`src/rtl/draw_pkg.sv`:
```
// Shared definitions for the triangle draw arbiter.
// Holds the per-requester coordinate slice layout: each requester drives
// NCOORD coordinates of CORDW bits, with x0 in the lowest slice and y2 in the highest.
package draw_pkg;

  localparam int NCOORD = 6;

  localparam int X0_IDX = 0;
  localparam int Y0_IDX = 1;
  localparam int X1_IDX = 2;
  localparam int Y1_IDX = 3;
  localparam int X2_IDX = 4;
  localparam int Y2_IDX = 5;

endpackage

```
`src/rtl/rr_arbiter.sv`:
```
// Round-robin pick: the lowest requester index at or after ptr wins, wrapping.
// Latency: purely combinational.
// Backpressure: none. The caller decides when to take the grant.
// Ports:
//   req         in  REQN   request vector
//   ptr         in  PTRW   index where the search starts
//   grant_valid out  1     at least one request is set
//   grant_idx   out  PTRW  winning index (0 when grant_valid is low)
module rr_arbiter #(
  parameter int REQN = 4,
  parameter int PTRW = $clog2(REQN)
) (
  input  logic [REQN-1:0] req,
  input  logic [PTRW-1:0] ptr,
  output logic            grant_valid,
  output logic [PTRW-1:0] grant_idx
);

  // Rotate the doubled vector so that bit 0 lines up with ptr. The lowest
  // set bit of the low half is then the first requester at or after ptr.
  logic [2*REQN-1:0] rot;

  always_comb begin
    grant_valid = 1'b0;
    grant_idx   = '0;
    rot         = {req, req} >> ptr;
    // Walk downward so that the lowest offset is the last one to assign.
    for (int i = REQN - 1; i >= 0; i--) begin
      if (rot[i]) begin
        grant_valid = 1'b1;
        grant_idx   = PTRW'((int'(ptr) + i) % REQN);
      end
    end
  end

endmodule

```
`src/rtl/draw_arbiter.sv`:
```
// Shares one triangle-fill engine among REQN requesters with round-robin grants.
// Latency: ack 1 cycle after the request is sampled, eng_start 1 cycle after that, req_done 1 cycle after eng_done.
// Backpressure: one triangle in flight. Other requests wait in IDLE until DONE. enable low holds off new grants only.
// Ports:
//   clk, rst           clock and asynchronous active-high reset
//   enable             allow new grants
//   req / req_coords / req_cidx   per-requester request, {x0..y2} slice and colour
//   ack / req_done     one-hot, single-cycle pulses to the owning requester
//   eng_start, eng_x0..eng_y2, eng_cidx, eng_done   engine handshake and operands
//   owner, busy        current grant holder and not-idle flag
module draw_arbiter
  import draw_pkg::*;
#(
  parameter int CORDW = 16,
  parameter int CIDXW = 4,
  parameter int REQN  = 4,
  parameter int SCALE = 1
) (
  input  logic                          clk,
  input  logic                          rst,
  input  logic                          enable,
  input  logic [REQN-1:0]               req,
  input  logic [REQN*NCOORD*CORDW-1:0]  req_coords,
  input  logic [REQN*CIDXW-1:0]         req_cidx,
  output logic [REQN-1:0]               ack,
  output logic [REQN-1:0]               req_done,
  output logic                          eng_start,
  output logic signed [CORDW-1:0]       eng_x0,
  output logic signed [CORDW-1:0]       eng_y0,
  output logic signed [CORDW-1:0]       eng_x1,
  output logic signed [CORDW-1:0]       eng_y1,
  output logic signed [CORDW-1:0]       eng_x2,
  output logic signed [CORDW-1:0]       eng_y2,
  output logic [CIDXW-1:0]              eng_cidx,
  input  logic                          eng_done,
  output logic [$clog2(REQN)-1:0]       owner,
  output logic                          busy
);

  localparam int PTRW  = $clog2(REQN);
  localparam int SLICE = NCOORD * CORDW;

  typedef enum logic [2:0] {
    S_IDLE,
    S_LATCH,
    S_START,
    S_DRAW,
    S_DONE
  } state_t;

  state_t              state_q;
  logic [PTRW-1:0]     owner_q;
  logic [PTRW-1:0]     rr_ptr_q;
  logic [REQN-1:0]     ack_q;
  logic [REQN-1:0]     req_done_q;
  logic                eng_start_q;
  logic                busy_q;
  logic [SLICE-1:0]    coords_q;
  logic [CIDXW-1:0]    cidx_q;

  logic                grant_valid;
  logic [PTRW-1:0]     grant_idx;
  logic [SLICE-1:0]    win_coords;
  logic [SLICE-1:0]    coords_d;
  logic [CIDXW-1:0]    cidx_d;
  logic [PTRW-1:0]     rr_ptr_d;
  logic [REQN-1:0]     ack_d;
  logic [REQN-1:0]     req_done_d;

  rr_arbiter #(
    .REQN (REQN),
    .PTRW (PTRW)
  ) u_rr (
    .req         (req),
    .ptr         (rr_ptr_q),
    .grant_valid (grant_valid),
    .grant_idx   (grant_idx)
  );

  // Winner's operands, scaled. The product keeps only CORDW bits, so large
  // coordinates wrap rather than saturate.
  always_comb begin
    win_coords = req_coords[grant_idx*SLICE +: SLICE];
    cidx_d     = req_cidx[grant_idx*CIDXW +: CIDXW];
    coords_d   = '0;
    for (int k = 0; k < NCOORD; k++) begin
      coords_d[k*CORDW +: CORDW] = win_coords[k*CORDW +: CORDW] * CORDW'(SCALE);
    end
  end

  assign ack_d      = REQN'(1) << grant_idx;
  assign req_done_d = REQN'(1) << owner_q;
  // The requester just served drops to lowest priority for the next pick.
  assign rr_ptr_d   = (owner_q == PTRW'(REQN - 1)) ? '0 : owner_q + PTRW'(1);

  always_ff @(posedge clk or posedge rst) begin
    if (rst) begin
      state_q     <= S_IDLE;
      owner_q     <= '0;
      rr_ptr_q    <= '0;
      ack_q       <= '0;
      req_done_q  <= '0;
      eng_start_q <= 1'b0;
      busy_q      <= 1'b0;
      coords_q    <= '0;
      cidx_q      <= '0;
    end else begin
      // Strobes are set on entry to the state that owns them, so each lasts one cycle.
      ack_q       <= '0;
      req_done_q  <= '0;
      eng_start_q <= 1'b0;
      case (state_q)
        S_IDLE: begin
          if (enable && grant_valid) begin
            owner_q  <= grant_idx;
            coords_q <= coords_d;
            cidx_q   <= cidx_d;
            ack_q    <= ack_d;
            busy_q   <= 1'b1;
            state_q  <= S_LATCH;
          end
        end
        S_LATCH: begin
          eng_start_q <= 1'b1;
          state_q     <= S_START;
        end
        S_START: begin
          state_q <= S_DRAW;
        end
        S_DRAW: begin
          if (eng_done) begin
            req_done_q <= req_done_d;
            state_q    <= S_DONE;
          end
        end
        S_DONE: begin
          rr_ptr_q <= rr_ptr_d;
          busy_q   <= 1'b0;
          state_q  <= S_IDLE;
        end
        default: begin
          busy_q  <= 1'b0;
          state_q <= S_IDLE;
        end
      endcase
    end
  end

  assign ack       = ack_q;
  assign req_done  = req_done_q;
  assign eng_start = eng_start_q;
  assign owner     = owner_q;
  assign busy      = busy_q;
  assign eng_cidx  = cidx_q;
  assign eng_x0    = coords_q[X0_IDX*CORDW +: CORDW];
  assign eng_y0    = coords_q[Y0_IDX*CORDW +: CORDW];
  assign eng_x1    = coords_q[X1_IDX*CORDW +: CORDW];
  assign eng_y1    = coords_q[Y1_IDX*CORDW +: CORDW];
  assign eng_x2    = coords_q[X2_IDX*CORDW +: CORDW];
  assign eng_y2    = coords_q[Y2_IDX*CORDW +: CORDW];

endmodule

```
`config.mk`:
```
export PLATFORM = sky130hd
export DESIGN_NAME = draw_arbiter
export DESIGN_NICKNAME = d
export VERILOG_FILES = /design/src/rtl/draw_pkg.sv /design/src/rtl/rr_arbiter.sv /design/src/rtl/draw_arbiter.sv
export SDC_FILE = /design/constraint.sdc
export NUM_CORES = 1
export LEC_CHECK = 0
export CAP_MARGIN = 0
export CELL_PAD_IN_SITES_DETAIL_PLACEMENT = 1
export CELL_PAD_IN_SITES_GLOBAL_PLACEMENT = 2
export CORE_AREA = 2 2 199 201
export DETAILED_ROUTE_END_ITERATION = 12
export DIE_AREA = 0 0 201 203
export DONT_BUFFER_PORTS = 1
export GPL_TIMING_DRIVEN = 0
export PLACE_DENSITY = 0.55
export SLEW_MARGIN = 15
export SYNTH_ARGS = -nofsm -noshare
export SYNTH_HDL_FRONTEND = slang
export SYNTH_SLANG_ARGS = --single-unit
```
`constraint.sdc`:
```
create_clock -name clk -period 7.7 [get_ports clk]
set_input_delay 1.54 -clock clk [delete_from_list [all_inputs] [get_ports clk]]
set_output_delay 1.54 -clock clk [all_outputs]
set_load 0.05 [all_outputs]
```
== Yosys cells after proc, flatten, opt, wreduce, memory -nomap -nowiden ==
Cells that the tools add are included.

* Register bits after elaboration: 117
* Bits of input ports: 408
* Output and inout bits: 112
* Word-level logic and storage cells: 52

* Shift operators: 5
* Muxes and demuxes: 19
* Equality and inequality tests: 7
* Bitwise gates (word level): 1
* Reductions and logical operators: 6
* Add/subtract/negate cells: 4
* Multipliers: 1

{| class="wikitable"
|+ Operators with widths
! kind !! count
|-
| $shiftx 384x10->96 || 1
|-
| $mux 4 || 4
|-
| $shiftx 16x5->4 || 1
|-
| $pmux 3 s4 || 1
|-
| $mux 2 || 5
|-
| $shl 1x2->4 const A || 2
|-
| $shr 8x2->4 || 1
|-
| $eq 3x2->1 const B || 2
|-
| $mux 1 || 6
|-
| $mux 3 || 2
|-
| $reduce_and 2->1 || 3
|-
| $add 2x1->2 const B || 2
|-
| $add 2x2->2 const B || 2
|-
| $mul 2x2->4 const B || 1
|-
| $ne 2x2->1 const B || 2
|-
| $eq 3x1->1 const B || 1
|-
| $eq 3x3->1 const B || 1
|-
| $logic_not 3->1 || 1
|-
| $reduce_or 3->1 || 1
|-
| $eq 2x2->1 const B || 1
|-
| $pmux 1 s2 || 1
|-
| $logic_and 1x1->1 || 1
|-
| $not 1->1 || 1
|}

== Depth between registers and ports, before layout ==
* Word-level depth: 8
* Depth in mapped cells: 8
* Mapped depth without buffers: 5

== Hierarchy ==
A second synthesis with hierarchy kept.

* Cell total of the unflattened synthesis: 402
* Area, all modules: 7041.8 um^2

{| class="wikitable"
|+ Modules (own cells, without submodules)
! module !! cells an instance !! times used !! area an instance (um^2) !! sequential area each (um^2)
|-
| draw_arbiter || 387 || 1 || 6964.2 || 2927.8
|-
| rr_arbiter || 15 || 1 || 77.6 || 0.0
|}

== Least setup slack after synthesis ==
OpenSTA, ideal clock, no wires.

* Path type: input -> register
* From: in req[1]
* To: reg coords_q[46]
* Data required time: 7.566 ns
* Cell stages on the path: 8
* Path buffers: 3
* Arrival: 2.891 ns
* Setup slack: 4.675 ns
* Library setup time: 0.134 ns
* Cell sequence: o41ai_2 or4_1 buf_4 a211oi_4 buf_8 buf_4 a222oi_1 o21ai_1

* Word-level cells in the longest chain between the ends: 7
* Elaborated cells on any way between the ends: 13
* Those cells by class: 1 x mul; 2 x shift; 8 x mux; 2 x reduce/logical

{| class="wikitable"
|+ RTL lines
! what !! line !! source
|-
| from (decl) || draw_arbiter.sv:22 || <nowiki>input logic [REQN-1:0] req,</nowiki>
|-
| $shr 8x2->4 (*) || rr_arbiter.sv:26 || <nowiki>rot = {req, req} >> ptr;</nowiki>
|-
| $mux 2 / $mux 1 (equally long branches) (4 in series) || rr_arbiter.sv:29 || <nowiki>if (rot[i]) begin</nowiki>
|-
| $mul 2x2->4 / $logic_and 1x1->1 (equally long branches) || draw_arbiter.sv:83, draw_arbiter.sv:114 ||
|-
| $shiftx 384x10->96 / $reduce_and 2->1 (equally long branches) || n/a ||
|-
| to (signal assigned) || draw_arbiter.sv:116 || <nowiki>coords_q <= coords_d;</nowiki>
|-
| to (decl) || draw_arbiter.sv:58 || <nowiki>logic [SLICE-1:0] coords_q;</nowiki>
|}

Mark *: on every way between the ends. The rest lies on a longest branch, timed or not.
A chain may end at the register's enable or synchronous reset.

== Worst setup path in the final report ==
* From: in req[1]
* To: reg coords_q[13]

Same word-level chain as after synthesis.

==> metrics.md <==
| Metric | Value |
|---|---|
| Status | `finished, final reports clean` |
| Routed wire length | `30,350 µm` |
| Syn avg cell area | `11.60 µm²` |
| # fillers | `4,439` |
| Slew Viols, Final | `0` |
| Leakage | `3.078 nW` |
| Tmin final | `3360 ps` |
| Final RePlAce weighted congestion | `0.8019` |
| Final period util | `0.4364` |
| CTS resizes | `0` |
| M1 wire length | `11,580 µm` |
| Gr ovfl total | `0` |
| Starting Density | `0.1614` |
| Class of the most critical setup path | `input pin to flip-flop` |
| Proportion of layout cells with a drive suffix above 1 | `0.1426` |
| Worst reg2reg path depth | `8` |
| Critical Path Sink Type | `flip-flop` |
| R2R Setup Slk | `5110 ps` |
| Die H | `203 µm` |
| Yosys reg bits | `117` |
| Hold buffers post-CTS | `0` |
| Die Area | `0.04080 mm²` |
| Unrepaired setup endpoints after global routing | `no` |
| Core region area | `0.03847 mm²` |
| Number of port buffers | `0` |
| Area Growth Syn to Fin | `20.78%` |
| WL per Instance | `27.84 µm` |
| Row cnt | `72` |
| Syn Nets | `947` |
| Post-Place Cells | `1,054` |
| Unique masters post-synth | `34` |
| Top-Level Pins | `520` |
| Fin. Hold Viols | `0` |
| PwrDens | `506.6 mW/mm²` |
| Vias per inst | `4.906` |
| TNS Setup | `0 ps` |
| Initial antenna violation count | `5` |
| Vias | `5,348` |
| Vias in the first global route | `5,752` |
| Clock buffer depth | `2` |
| R2r startpoint | `rr_ptr_q[1]` |
| VDD IR max | `0.0001463 V` |
| Met3 wire length | `2852 µm` |
| Clock transition at path regs | `60 ps` |
| Final nets | `967` |
| Critical path capture point | `coords_q[13]` |
| Die width | `201 µm` |
| Max Cap Viol | `0` |
| Setup Skew | `9.313 ps` |
| Synth top area share | `0.4716` |
| Sink Count | `117` |
| Endpoints failing setup | `0` |
| Achievable Freq | `297.6 MHz` |
| Max-slew headroom | `0.2907` |
| Clock root buffer | `clkbuf_16` |
| Pin count of the biggest net entering global routing | `61` |
| GRT Total Usage | `0.1428` |
| Worst setup SP type | `input pin` |
| Clock buffer count from CTS | `17` |
| Sequential fraction of the synthesis area | `0.4716` |
| Worst skew pair latency | `440 ps` |
| H-tree depth | `4` |
| HPWL Detailed | `23,820 µm` |
| Hold Startpoint | `rr_ptr_q[0]` |
| Final ANT Viol Nets | `0` |
| Commonest cells after routing, fill and taps aside | `117 x dfrtp_1, 100 x mux2i_1, 100 x a222oi_1, 100 x o21ai_1, 22 x buf_2` |
| Post-Synthesis Cells | `535` |
| Top routing layer used | `met4` |
| Measured slew at the worst slew-check pin | `1064 ps` |
| # DRC | `0` |
| Drt initial violations | `592` |
| Commonest non-fill, non-tap cell in the layout | `dfrtp_1` |
| Worst EP required | `7990 ps` |
| Non-filler cells, final | `1,090` |
| Hold Slack | `597.5 ps` |
| Worst EP arrival | `3650 ps` |
| Hold Crit Class | `flip-flop to flip-flop` |
| Drt pass-1 iters | `9` |
| Met2 Routed Length | `15,230 µm` |
| Global-route wire length before repair | `41,690 µm` |
| Dominant cells by area after synthesis | `dfrtp_1 47%, a222oi_1 16%, mux2i_1 16%, o21ai_1 8.1%, buf_6 2.7%` |
| Crit path max fanout | `10` |
| Postcts setup bufs | `0` |
| Syn Std Cell Area | `0.006208 mm²` |
| Post-synth top area cell | `dfrtp_1` |
| TritonCTS clock tree | `yes` |
| Synth Warn # | `0` |
| Crit path from | `req[1]` |
| Reg2reg end | `coords_q[13]` |
## metrics by stage
stage / setup slack [ps] / util / total power (W) / instance area [µm²]
2_1_floorplan: 3059 / - / 0.002669 / 6208
3_3_place_gp: 1386 / 0.1782 / 0.003000 / 6857
3_5_place_dp: 3659 / 0.1791 / 0.003018 / 6889
4_1_cts: 4135 / 0.1946 / 0.003858 / 7487
5_1_grt: 4012 / 0.1949 / 0.003994 / 7498
6_report: 4340 / 0.1949 / 0.003798 / 7498
## power by group
| group | internal (W) | leakage, nW | switching, W | total [W] |
|---|---|---|---|---|
| combinational | 0.000474 | 1.30 | 0.000511 | 0.000985 |
| sequential | 0.000862 | 1.48 | 0.00113 | 0.00199 |
| clock | 0.000517 | 0.296 | 0.000303 | 0.000821 |
| total | 0.00185 | 3.08 | 0.00194 | 0.00380 |
## registers in the layout, summed over array words and instances, names as in the netlist
| name | flops |
|---|---|
| busy | 1 |
| owner | 2 |
| ack | 4 |
| state_q | 3 |
| eng_start | 1 |
| coords_q | 96 |
| req_done | 4 |
| eng_cidx | 4 |
| rr_ptr_q | 2 |
## kinds of logic (layout without fill, tap and decap cells)
group | count (synthesis) | count (layout) | synth area share
buffers and inverters | 65 | 98 | 0.06771
AND/OR/NAND/NOR | 30 | 30 | 0.02761
other | 0 | 4 | 0
flip-flops | 117 | 117 | 0.4716
AO/OA/AOI/OAI | 218 | 218 | 0.2620
adder cells (fa/ha/maj) | 4 | 4 | 0.008062
multiplexers | 101 | 101 | 0.1630
## routing by layer
layer	global-route usage	vias up
met5	0	-
met1	0.1610	2694
met3	0.05249	26
met2	0.2427	379
met4	0.06085	0
li1	-	2249
## cell usage after synthesis (all sizes together)
master,instances
a21oi,7
or4,1
o22ai,1
nor3,3
ha,4
mux2,1
dfrtp,117
nor4,1
and3,2
clkbuf,15
buf,42
a21o,1
nor2,7
o21bai,1
nand2,7
and2,4
o41ai,1
a222oi,100
nor3b,1
nor2b,1
and4b,1
inv,8
a211oi,1
nand2b,2
o31ai,1
mux2i,100
o21ai,105
## worst min-delay path by stage
stage / depth (start not counted) / to / slack, ps
floorplan: 1 / state_q[0] / 500
global placement: 1 / eng_start / 570
detailed placement: 1 / eng_start / 580
CTS: 1 / eng_start / 590
global route: 1 / eng_start / 630
finish: 2 / rr_ptr_q[0] / 600
## area by class of cell
class,instances,area [µm²],area share
flip-flops and latches,117,2928,0.3905
multi-input cells,353,2860,0.3814
well taps,518,648.1,0.08643
clock buffers,24,501.7,0.06691
plain buffers,57,391.6,0.05223
clock inverters,8,96.34,0.01285
inverters,8,35.03,0.004672
repair buffers,1,27.53,0.003671
diodes,4,10.01,0.001335
## critical path, cell delays in order
cell and delay (ps):
o41ai_2 440, nor4_1 160, nand2_1 110, clkbuf_1 730
clkbuf_1 510, o21ai_1 150
Power figures use the tool's default switching activity.
